$ cat src/rtl/down_count_pkg.sv
// Shared types and defaults for the loadable down-counter timer.
// State encoding is fixed so status decode stays stable across builds.
package down_count_pkg;

   localparam int DEF_WIDTH = 8;
   localparam int DEF_DIV   = 1;

   typedef enum logic [1:0] {
      ST_IDLE = 2'd0,
      ST_RUN  = 2'd1,
      ST_DONE = 2'd2
   } state_t;

endpackage

$ cat src/rtl/down_count_timer_tick_prescaler.sv
// Enabled-clock prescaler: one tick every DIV enabled clocks.
// With DIV==1 the tick simply follows en.
module tick_prescaler #(
   parameter int DIV = 1
) (
   input  logic clk1,
   input  logic clr,
   input  logic en,
   input  logic sclr,
   output logic tick
);

   localparam int CW = (DIV > 1) ? $clog2(DIV) : 1;
   localparam logic [CW-1:0] LAST = CW'(DIV - 1);

   logic [CW-1:0] cnt_q;
   logic [CW-1:0] cnt_d;

   assign tick = (DIV == 1) ? en : (en & (cnt_q == LAST));

   // next prescale phase: sync clear wins, wrap on tick
   always_comb begin
      cnt_d = cnt_q;
      if (sclr) begin
         cnt_d = '0;
      end else if (en) begin
         if (tick) begin
            cnt_d = '0;
         end else begin
            cnt_d = cnt_q + CW'(1);
         end
      end
   end

   // phase register
   always_ff @(posedge clk1 or posedge clr) begin
      if (clr) begin
         cnt_q <= '0;
      end else begin
         cnt_q <= cnt_d;
      end
   end

endmodule

$ cat src/rtl/down_count_timer.sv
// Loadable down-counter with one-shot / auto-reload modes and a
// start/busy/done/ack handshake; tc pulses on each terminal event.
module down_count_timer
   import down_count_pkg::*;
#(
   parameter int WIDTH = DEF_WIDTH,
   parameter int DIV   = DEF_DIV
) (
   input  logic             clk1,
   input  logic             clr,
   input  logic             en,
   input  logic             start,
   input  logic             stop,
   input  logic             auto_reload,
   input  logic [WIDTH-1:0] load_val,
   input  logic             ack,
   output logic [WIDTH-1:0] count,
   output logic             busy,
   output logic             tc,
   output logic             done
);

   localparam logic [WIDTH-1:0] ONE = WIDTH'(1);

   state_t           state_q;
   state_t           state_d;
   logic [WIDTH-1:0] count_q;
   logic [WIDTH-1:0] count_d;
   logic [WIDTH-1:0] reload_q;
   logic [WIDTH-1:0] reload_d;
   logic             tc_q;
   logic             tc_d;
   logic             tick;
   logic             run_en;
   logic             ps_clr;

   // prescaler only advances while running; held at phase 0 otherwise
   assign run_en = en & (state_q == ST_RUN);
   assign ps_clr = (state_q != ST_RUN) | stop;

   tick_prescaler #(
      .DIV (DIV)
   ) u_pre (
      .clk1 (clk1),
      .clr  (clr),
      .en   (run_en),
      .sclr (ps_clr),
      .tick (tick)
   );

   // next-state, count, reload and terminal-count decode
   always_comb begin
      state_d  = state_q;
      count_d  = count_q;
      reload_d = reload_q;
      tc_d     = 1'b0;
      unique case (state_q)
         ST_RUN: begin
            if (stop) begin
               state_d = ST_IDLE;
            end else if (tick) begin
               if (count_q > ONE) begin
                  count_d = count_q - ONE;
               end else begin
                  tc_d = 1'b1;
                  if (auto_reload) begin
                     count_d = reload_q;
                  end else begin
                     count_d = '0;
                     state_d = ST_DONE;
                  end
               end
            end
         end
         ST_IDLE, ST_DONE: begin
            if (start) begin
               if (load_val != '0) begin
                  reload_d = load_val;
                  count_d  = load_val;
                  state_d  = ST_RUN;
               end else begin
                  count_d = '0;
                  tc_d    = 1'b1;
                  state_d = ST_DONE;
               end
            end else if (state_q == ST_DONE && ack) begin
               state_d = ST_IDLE;
            end
         end
         default: begin
            state_d = ST_IDLE;
         end
      endcase
   end

   // state and datapath registers
   always_ff @(posedge clk1 or posedge clr) begin
      if (clr) begin
         state_q  <= ST_IDLE;
         count_q  <= '0;
         reload_q <= '0;
         tc_q     <= 1'b0;
      end else begin
         state_q  <= state_d;
         count_q  <= count_d;
         reload_q <= reload_d;
         tc_q     <= tc_d;
      end
   end

   assign count = count_q;
   assign tc    = tc_q;
   assign busy  = (state_q == ST_RUN);
   assign done  = (state_q == ST_DONE);

endmodule

$ cat config.mk
export PLATFORM = sky130hd
export DESIGN_NAME = down_count_timer
export DESIGN_NICKNAME = d
export VERILOG_FILES = /design/src/rtl/down_count_pkg.sv /design/src/rtl/down_count_timer_tick_prescaler.sv /design/src/rtl/down_count_timer.sv
export SDC_FILE = /design/constraint.sdc
export NUM_CORES = 1
export LEC_CHECK = 0
export ABC_AREA = 1
export CAP_MARGIN = 10
export CORE_MARGIN = 1
export CORE_UTILIZATION = 55
export DETAILED_ROUTE_END_ITERATION = 8
export GPL_TIMING_DRIVEN = 0
export MAX_ROUTING_LAYER = met4
export PLACE_DENSITY_LB_ADDON = 0.25
export SLEW_MARGIN = 25
export SYNTH_ARGS = -nofsm -noshare
export SYNTH_HDL_FRONTEND = slang
export SYNTH_SLANG_ARGS = --single-unit
$ cat constraint.sdc
create_clock -name clk1 -period 2.4 [get_ports clk1]
set_input_delay 0.36 -clock clk1 [delete_from_list [all_inputs] [get_ports clk1]]
set_output_delay 0.36 -clock clk1 [all_outputs]
set_load 0.03 [all_outputs]
==> results of run 1 <==
-- cell usage after synthesis (all sizes together) --
library cell	n	share of area, %
a21oi	14	7.6
buf	3	2.5
clkbuf	1	0.28
clkinv	1	0.28
dfrtp	19	36
ha	2	1.9
inv	28	7.9
nand2	63	19
nand3	21	7.9
nand4	2	0.94
nor2	29	13
o21ai	8	3.3
-- state kept, by name, indices dropped and copies added, names as in the netlist --
register / cells
count: 8
reload_q: 8
state_q: 2
tc: 1
-- worst paths after layout --
kind / to / slack, ps / depth (start not counted)
max in group asynchronous: count[0] / 1470 / 2
hold reg to reg: reload_q[5] / 520 / 2
setup / recovery: done / 360 / 3
min in group clk1: reload_q[5] / 520 / 2
hold / removal: count[2] / 460 / 2
setup reg to reg: state_q[1] / 740 / 9
-- power breakdown --
part,switching (mW),internal (mW),total (mW)
Sequential,0.150,0.444,0.594
Clock,0.0995,0.0648,0.164
Combinational,0.682,0.429,1.11
-- layout make-up --
class / instances / area, µm² / share of cell area (%)
multi-input combinational: 139 / 703.2 / 43.23
sequential: 19 / 475.5 / 29.23
timing repair buffer: 24 / 240.2 / 14.77
inverter: 29 / 108.9 / 6.692
buffer: 4 / 37.54 / 2.308
tap: 28 / 35.03 / 2.154
clock buffer: 4 / 26.28 / 1.615
-- routing by layer --
metal	GRT usage [%]	wire, µm	vias to the layer above
met3	3.274	147	4
met1	33.71	1310	620
met2	46.27	1533	41
met5	-	0	-
li1	-	-	649
met4	5.093	15	0
-- logic make-up after synthesis --
group / after synthesis
flops: 19
compound gates: 22
fa+ha+maj: 2
simple gates: 115
buf+inv: 33
-- layout by cell type, fill, tap and decap left out --
master,Yosys,layout
nor2_4,5,5
nor2_8,1,1
clkbuf_1,1,2
a21oi_1,8,8
nand2_4,1,1
nand2_2,1,1
nor2_2,3,3
a21oi_2,5,5
a21oi_4,1,1
o21ai_1,1,1
nand3_1,21,21
buf_6,3,3
ha_1,2,2
nor2_1,20,20
o21ai_2,1,1
nand4_1,2,2
nand2_1,61,61
inv_2,3,3
o21ai_0,6,6
clkinv_1,1,1
dfrtp_1,19,19
inv_1,25,25
clkdlybuf4s50_1,0,24
clkbuf_4,0,3
-- worst max-delay path, stage by stage, from the launching register on --
cell             delay (ps)
dfrtp_1                 420
buf_6                   160
nor2_1                  120
clkdlybuf4s50_1         680
==> impl_metrics.py, run 1 <==
metrics = {
    "sta": {
        "fin_crit_sh_pct": 85.02,
        "worst_pin_slew_ps": 726.9,
        "skew_ps": 6.976,
        "fin_crit_ps": 2041,
        "relSlewSlack_pct": 51.49,
        "rsz0062_at_grt": "false",
        "slew_violations": 0,
        "setup_viol": 0,
        "finalHoldViolCount": 0,
        "fmaxAchievable_mhz": 490.1,
        "hold_ws_ps": 462.7,
        "setup-tns-final_ps": 0,
        "timing.final.ws_setup_ps": 359.4,
    },
    "place": {
        "post-dp-hpwl_mm": 2.347,
        "place.gp.congestion": 0.8692,
        "dpl_cell_area_um2": 1600,
        "post-place-ws_ps": 652.3,
        "port-buffer-count": 24,
        "dp.cells": 243,
    },
    "layout": {
        "nFillCells": 187,
        "drive_above_1_share_pct": 12.33,
        "final_util_pct": 72.83,
        "final_nets": 237,
        "final_area_um2": 1627,
        "syn_to_final_growth_pct": 22.76,
        "antenna_cells": 0,
        "final_cell_count_no_fill": 247,
    },
    "clocking": {
        "ctsLongestPathBuffers": 2,
        "path_clk_slew_ps": 110,
        "post_cts_resized": 0,
        "clock-sinks": 19,
        "htreeDepth": 1,
        "hold_buffers": 0,
        "clk_latency_ps": 300,
        "ctsRootBufferMaster": "clkbuf_4",
        "postCtsSetupBuffers": 0,
        "cts_tree": "yes",
        "cts_made_buffers": 3,
    },
    "setup_path": {
        "cp-start-kind": "flop",
        "r2r_start": "count[0]",
        "cp-end-kind": "primary output",
        "crit_start": "state_q[0]",
        "critPathKind": "flop to primary output",
        "critPathRequiredTime_ps": 2040,
        "worst-path-max-fanout": 10,
        "arrival_ps": 1680,
    },
    "synth": {
        "synth_top_family_by_area": "simple AND/OR/NAND/NOR gates",
        "synthSimpleGateAreaFrac_pct": 40.32,
        "synthCells": 191,
        "syn-num-nets": 208,
        "ys_seq_area_share_pct": 35.88,
        "synthAdderAreaFrac_pct": 1.889,
        "netlist_area_um2": 1325,
        "synth_xor_area_share_pct": 0,
        "yosys_register_bits": 19,
        "avgSynthCellArea_um2": 6.937,
        "synth_compound_area_share_pct": 10.86,
        "synthMuxAreaShare_pct": 0,
        "yosysUniqueCellTypes": 22,
        "yosys_warnings": 0,
    },
    "power": {
        "leakagePower_nw": 0.8374,
        "power_density_nw_per_um2": 1149,
        "total_power_mw": 1.869,
        "irDropWorstVdd_v": 0.0006808,
    },
    "global_routing": {
        "antenna_found_initial": 0,
        "grt_pass1_wl_mm": 5.230,
        "grt_usage_pct": 26.74,
        "grt_pass1_vias": 1223,
        "grt_overflow_total": 0,
        "grt_max_degree": 20,
    },
    "status": {
        "status": "completed",
    },
    "die": {
        "rows": 17,
        "die_h_um": 51.08,
        "initial_utilization_pct": 59.33,
        "io_pins": 26,
        "die_x_um": 51.08,
        "core-area_um2": 2233,
        "fp.dieArea_um2": 2609,
    },
    "route": {
        "dr_total_vias": 1314,
        "wirelength_mm": 3.007,
        "viasPerCell": 5.320,
        "drtIter0Drc": 51,
        "drc_errors": 0,
        "ant_nets": 0,
        "wl_per_cell_um": 12.17,
        "dr.pass1.iters": 4,
    },
    "hold_path": {
        "hp-class": "input port to asynchronous set/reset pin",
    },
    "flow_run": {
        "cap_violations": 0,
    },
}
(Power assumes the default switching activity.)
==> inputs of run 2 (changes only) <==
Settings changed: CORE_UTILIZATION 55 to 46.
Clock period 2.4 ns to 1.75 ns, I/O delays scaled along.
==> run 2 against run 1 <==
Effect of this change:
- first-iteration DRC count is 45% lower
- die area grew 19%
- sequential power up 37%
==> impl_metrics.py, run 2 (synthesis results as in run 1) <==
metrics = {
    "setup_path": {
        "critPathSlowestCell": "clkdlybuf4s50_1",
        "critPathMaxStageDelay_ps": 700,
        "worst-path-max-fanout": 5,
        "cp-end-kind": "primary output",
        "crit_family": "buffers and inverters",
        "cp_cell_sequence": "clkdlybuf4s50_1",
        "cp-start-kind": "flop",
        "worst-path-buf-inv": 1,
        "arrival_ps": 1450,
        "critPathRequiredTime_ps": 1490,
        "critPathKind": "flop to primary output",
    },
    "sta": {
        "worst_pin_slew_ps": 727.3,
        "fmaxAchievable_mhz": 584.1,
        "finalHoldViolCount": 0,
        "fin_crit_sh_pct": 97.82,
        "rsz0062_at_grt": "false",
        "slew_violations": 0,
        "relSlewSlack_pct": 51.46,
        "fin_crit_ps": 1712,
        "hold_ws_ps": 380.9,
        "setup-tns-final_ps": 0,
        "setup_viol": 0,
        "skew_ps": 2.957,
    },
    "global_routing": {
        "grt_usage_pct": 19.93,
        "grt_overflow_total": 0,
        "antenna_found_initial": 0,
        "grt_pass1_vias": 1151,
        "grt_pass1_wl_mm": 4.885,
        "grt_max_degree": 20,
    },
    "clocking": {
        "cts_tree": "yes",
        "clk_latency_ps": 290,
        "htreeDepth": 1,
        "postCtsSetupBuffers": 0,
        "path_clk_slew_ps": 110,
        "ctsRootBufferMaster": "clkbuf_4",
        "ctsLongestPathBuffers": 2,
        "clock-sinks": 19,
        "cts_made_buffers": 3,
    },
    "layout": {
        "antenna_cells": 0,
        "drive_above_1_share_pct": 13.70,
        "final_nets": 237,
        "layout_common_cells": "nand2_1, inv_1, nand3_1, nor2_1, dfrtp_1",
        "syn_to_final_growth_pct": 23.89,
        "final_common_cell": "nand2_1",
        "final_area_um2": 1642,
    },
    "power": {
        "netSwitchingFraction_pct": 49.86,
        "intPower_mw": 1.268,
        "p_clk_share_pct": 8.8,
        "irDropWorstVdd_v": 0.0009906,
        "power_density_nw_per_um2": 1541,
        "p_switching_mw": 1.261,
        "pwr-share-comb_pct": 59.1,
        "p_seq_share_pct": 32.2,
        "leakagePower_nw": 0.8880,
    },
    "die": {
        "rows": 19,
        "initial_utilization_pct": 48.47,
        "die_h_um": 55.67,
        "io_pins": 26,
        "fp.dieArea_um2": 3099,
        "core-area_um2": 2734,
        "die_x_um": 55.67,
    },
    "route": {
        "wirelength_mm": 2.866,
        "dr.pass1.iters": 5,
        "ant_nets": 0,
        "dr_total_vias": 1230,
        "drtIter0Drc": 28,
        "viasPerCell": 4.920,
        "drc_errors": 0,
        "wl_per_cell_um": 11.46,
    },
    "place": {
        "port-buffer-count": 24,
        "dpl_cell_area_um2": 1604,
        "post-dp-hpwl_mm": 2.258,
        "place.gp.congestion": 0.8383,
    },
    "flow_run": {
        "cap_violations": 0,
    },
    "status": {
        "status": "completed",
    },
    "hold_path": {
        "hp-class": "input port to asynchronous set/reset pin",
    },
}
run 2: power by group through the flow:
stage | logic, mW | clock network, mW | registers (mW)
2_1_floorplan | 0.909 | 0 | 0.957
3_3_place_gp | 1.47 | 0 | 0.805
3_5_place_dp | 1.50 | 0 | 0.816
4_1_cts | 1.49 | 0.228 | 0.807
5_1_grt | 1.66 | 0.250 | 0.839
6_report | 1.49 | 0.222 | 0.814
run 2: final timing paths:
kind	start	to	slack [ps]	cells after the start
max	count[0]	count[0]	40	1
min	clr	reload_q[2]	380	2
max reg2reg	count[0]	count[2]	180	10
min reg2reg	state_q[1]	state_q[1]	530	2
max in group asynchronous	clr	reload_q[3]	910	2
min in group clk1	auto_reload	count[1]	460	5
run 2: final cells by class:
| type | instances | area, µm² |
|---|---|---|
| plain buffers | 4 | 37.54 |
| inverters | 29 | 108.9 |
| clock buffers | 4 | 26.28 |
| fillers | 265 | 1092 |
| multi-input cells | 139 | 708.2 |
| flip-flops and latches | 19 | 475.5 |
| repair buffers | 24 | 246.5 |
| well taps | 31 | 38.79 |
run 2: through the flow:
stage / power, mW / std cells / util (%) / setup slack (ps)
2_1_floorplan: 1.866 / 191 / - / 140.6
3_3_place_gp: 2.280 / 246 / 58.67 / 143.4
3_5_place_dp: 2.317 / 246 / 58.67 / 111.6
4_1_cts: 2.523 / 250 / 59.50 / 13.18
5_1_grt: 2.748 / 250 / 60.05 / 3.014
6_report: 2.530 / 250 / 60.05 / 38.09
run 2: routing by layer:
metal,global-route usage [%],vias up,wire length (µm)
li1,-,651,-
met1,25.98,548,1382
met2,32.87,29,1340
met3,3.023,2,135
met4,4.643,0,8
met5,-,-,0
run 2: what timing repair did:
item	in CTS	in global routing
hold buffers	0	0
gates resized for setup	3	7
endpoints found under the setup margin	3	9
==> inputs of run 3 (changes only) <==
Settings changed: RECOVER_POWER set to 25.
==> run 3 against run 2 <==
Effect of this change:
- non-clock buffer count did not move
- maximum frequency did not move
- total power barely moved
- register-to-register slack barely moved
- critical path type unchanged
==> impl_metrics.py, run 3 (synthesis results as in run 1) <==
metrics = {
    "setup_path": {
        "cp_cell_sequence": "clkdlybuf4s50_1",
        "crit_start": "count[0]",
        "worst-path-max-fanout": 5,
        "arrival_ps": 1450,
        "worstSetupPathDepth": 1,
        "crit_family": "buffers and inverters",
        "r2r_cells": 10,
        "cp-start-kind": "flop",
        "r2r_end": "count[2]",
        "endpoint": "count[0]",
        "r2r_start": "count[0]",
        "critPathRequiredTime_ps": 1490,
        "critPathSlowestCell": "clkdlybuf4s50_1",
        "rrSetupSlack_ps": 180,
        "critPathMaxStageDelay_ps": 700,
        "worst-path-buf-inv": 1,
        "cp-end-kind": "primary output",
        "critPathKind": "flop to primary output",
    },
    "sta": {
        "fmaxAchievable_mhz": 584.1,
        "relSlewSlack_pct": 51.45,
        "fin_crit_ps": 1712,
        "setup-tns-final_ps": 0,
        "slew_violations": 0,
        "setup_viol": 0,
        "fin_crit_sh_pct": 97.82,
        "finalHoldViolCount": 0,
        "rsz0062_at_grt": "false",
        "worst_pin_slew_ps": 727.5,
        "skew_ps": 2.957,
        "hold_ws_ps": 457.5,
    },
    "route": {
        "viasPerCell": 4.920,
        "wl_per_cell_um": 11.46,
        "wirelength_mm": 2.866,
        "ant_nets": 0,
        "dr.pass1.iters": 5,
        "drtIter0Drc": 28,
        "dr_total_vias": 1230,
        "drc_errors": 0,
    },
    "global_routing": {
        "antenna_found_initial": 0,
        "grt_max_degree": 20,
        "grt_pass1_wl_mm": 4.885,
        "grt_usage_pct": 19.93,
        "grt_pass1_vias": 1151,
        "grt_overflow_total": 0,
    },
    "die": {
        "core-area_um2": 2734,
        "initial_utilization_pct": 48.47,
        "die_h_um": 55.67,
        "fp.dieArea_um2": 3099,
        "rows": 19,
        "die_x_um": 55.67,
        "io_pins": 26,
    },
    "layout": {
        "syn_to_final_growth_pct": 23.89,
        "final_common_cell": "nand2_1",
        "layout_common_cells": "nand2_1, inv_1, nand3_1, nor2_1, dfrtp_1",
        "final_nets": 237,
        "drive_above_1_share_pct": 13.70,
        "antenna_cells": 0,
        "final_cell_count_no_fill": 250,
    },
    "clocking": {
        "hold_buffers": 0,
        "ctsLongestPathBuffers": 2,
        "clock-sinks": 19,
        "cts_tree": "yes",
        "clk_latency_ps": 290,
        "cts_made_buffers": 3,
        "post_cts_resized": 3,
        "path_clk_slew_ps": 110,
        "postCtsSetupBuffers": 0,
        "ctsRootBufferMaster": "clkbuf_4",
        "htreeDepth": 1,
    },
    "power": {
        "p_switching_mw": 1.261,
        "leakagePower_nw": 0.8882,
        "intPower_mw": 1.268,
        "irDropWorstVdd_v": 0.0009906,
        "netSwitchingFraction_pct": 49.87,
        "p_seq_share_pct": 32.2,
        "pwr-share-comb_pct": 59.1,
        "power_density_nw_per_um2": 1541,
        "p_clk_share_pct": 8.8,
    },
    "flow_run": {
        "cap_violations": 0,
    },
    "status": {
        "status": "completed",
    },
    "hold_path": {
        "hp-class": "input port to flop",
        "hold_start": "auto_reload",
    },
    "place": {
        "dp.cells": 246,
        "place.gp.congestion": 0.8383,
        "port-buffer-count": 24,
        "post-dp-hpwl_mm": 2.258,
    },
}
==> run 3: power by group through the flow <==
stage	combinational [mW]	sequential, mW	clock [mW]
5_1_grt	1.66	0.839	0.250
3_3_place_gp	1.47	0.805	0
6_report	1.49	0.814	0.222
2_1_floorplan	0.909	0.957	0
3_5_place_dp	1.50	0.816	0
4_1_cts	1.49	0.807	0.228
==> run 3: metrics by stage <==
stage | instance area [µm²] | utilization [%] | setup slack (ps) | power [mW]
after floorplan | 1325 | - | 140.6 | 1.866
after global placement | 1604 | 58.67 | 143.4 | 2.280
after detailed placement | 1604 | 58.67 | 111.6 | 2.317
after CTS | 1627 | 59.50 | 13.18 | 2.523
after global routing | 1642 | 60.05 | 3.014 | 2.748
final | 1642 | 60.05 | 38.09 | 2.529
==> run 3: per-layer routing <==
metal | wire (µm) | track usage [%] | share of wire (%) | up-vias
met5 | 0 | - | 0 | -
met4 | 8 | 4.643 | 0.28 | 0
met3 | 135 | 3.023 | 4.7 | 2
met2 | 1340 | 32.87 | 47 | 29
met1 | 1381 | 25.98 | 48 | 548
li1 | - | - | - | 651
==> run 3: final cells by class <==
| type | count | area [µm²] |
|---|---|---|
| inverters | 29 | 108.9 |
| repair buffers | 24 | 246.5 |
| multi-input cells | 139 | 708.2 |
| fillers | 265 | 1092 |
| well taps | 31 | 38.79 |
| plain buffers | 4 | 37.54 |
| flip-flops and latches | 19 | 475.5 |
| clock buffers | 4 | 26.28 |
==> run 3: how the worst min path moves through the flow <==
stage / end / slack [ps] / depth (start not counted)
5_1_grt: count[3] / 510 / 5
3_5_place_dp: state_q[1] / 510 / 2
6_report: count[1] / 460 / 5
4_1_cts: tc / 410 / 2
2_1_floorplan: count[0] / 210 / 1
3_3_place_gp: reload_q[5] / 490 / 2
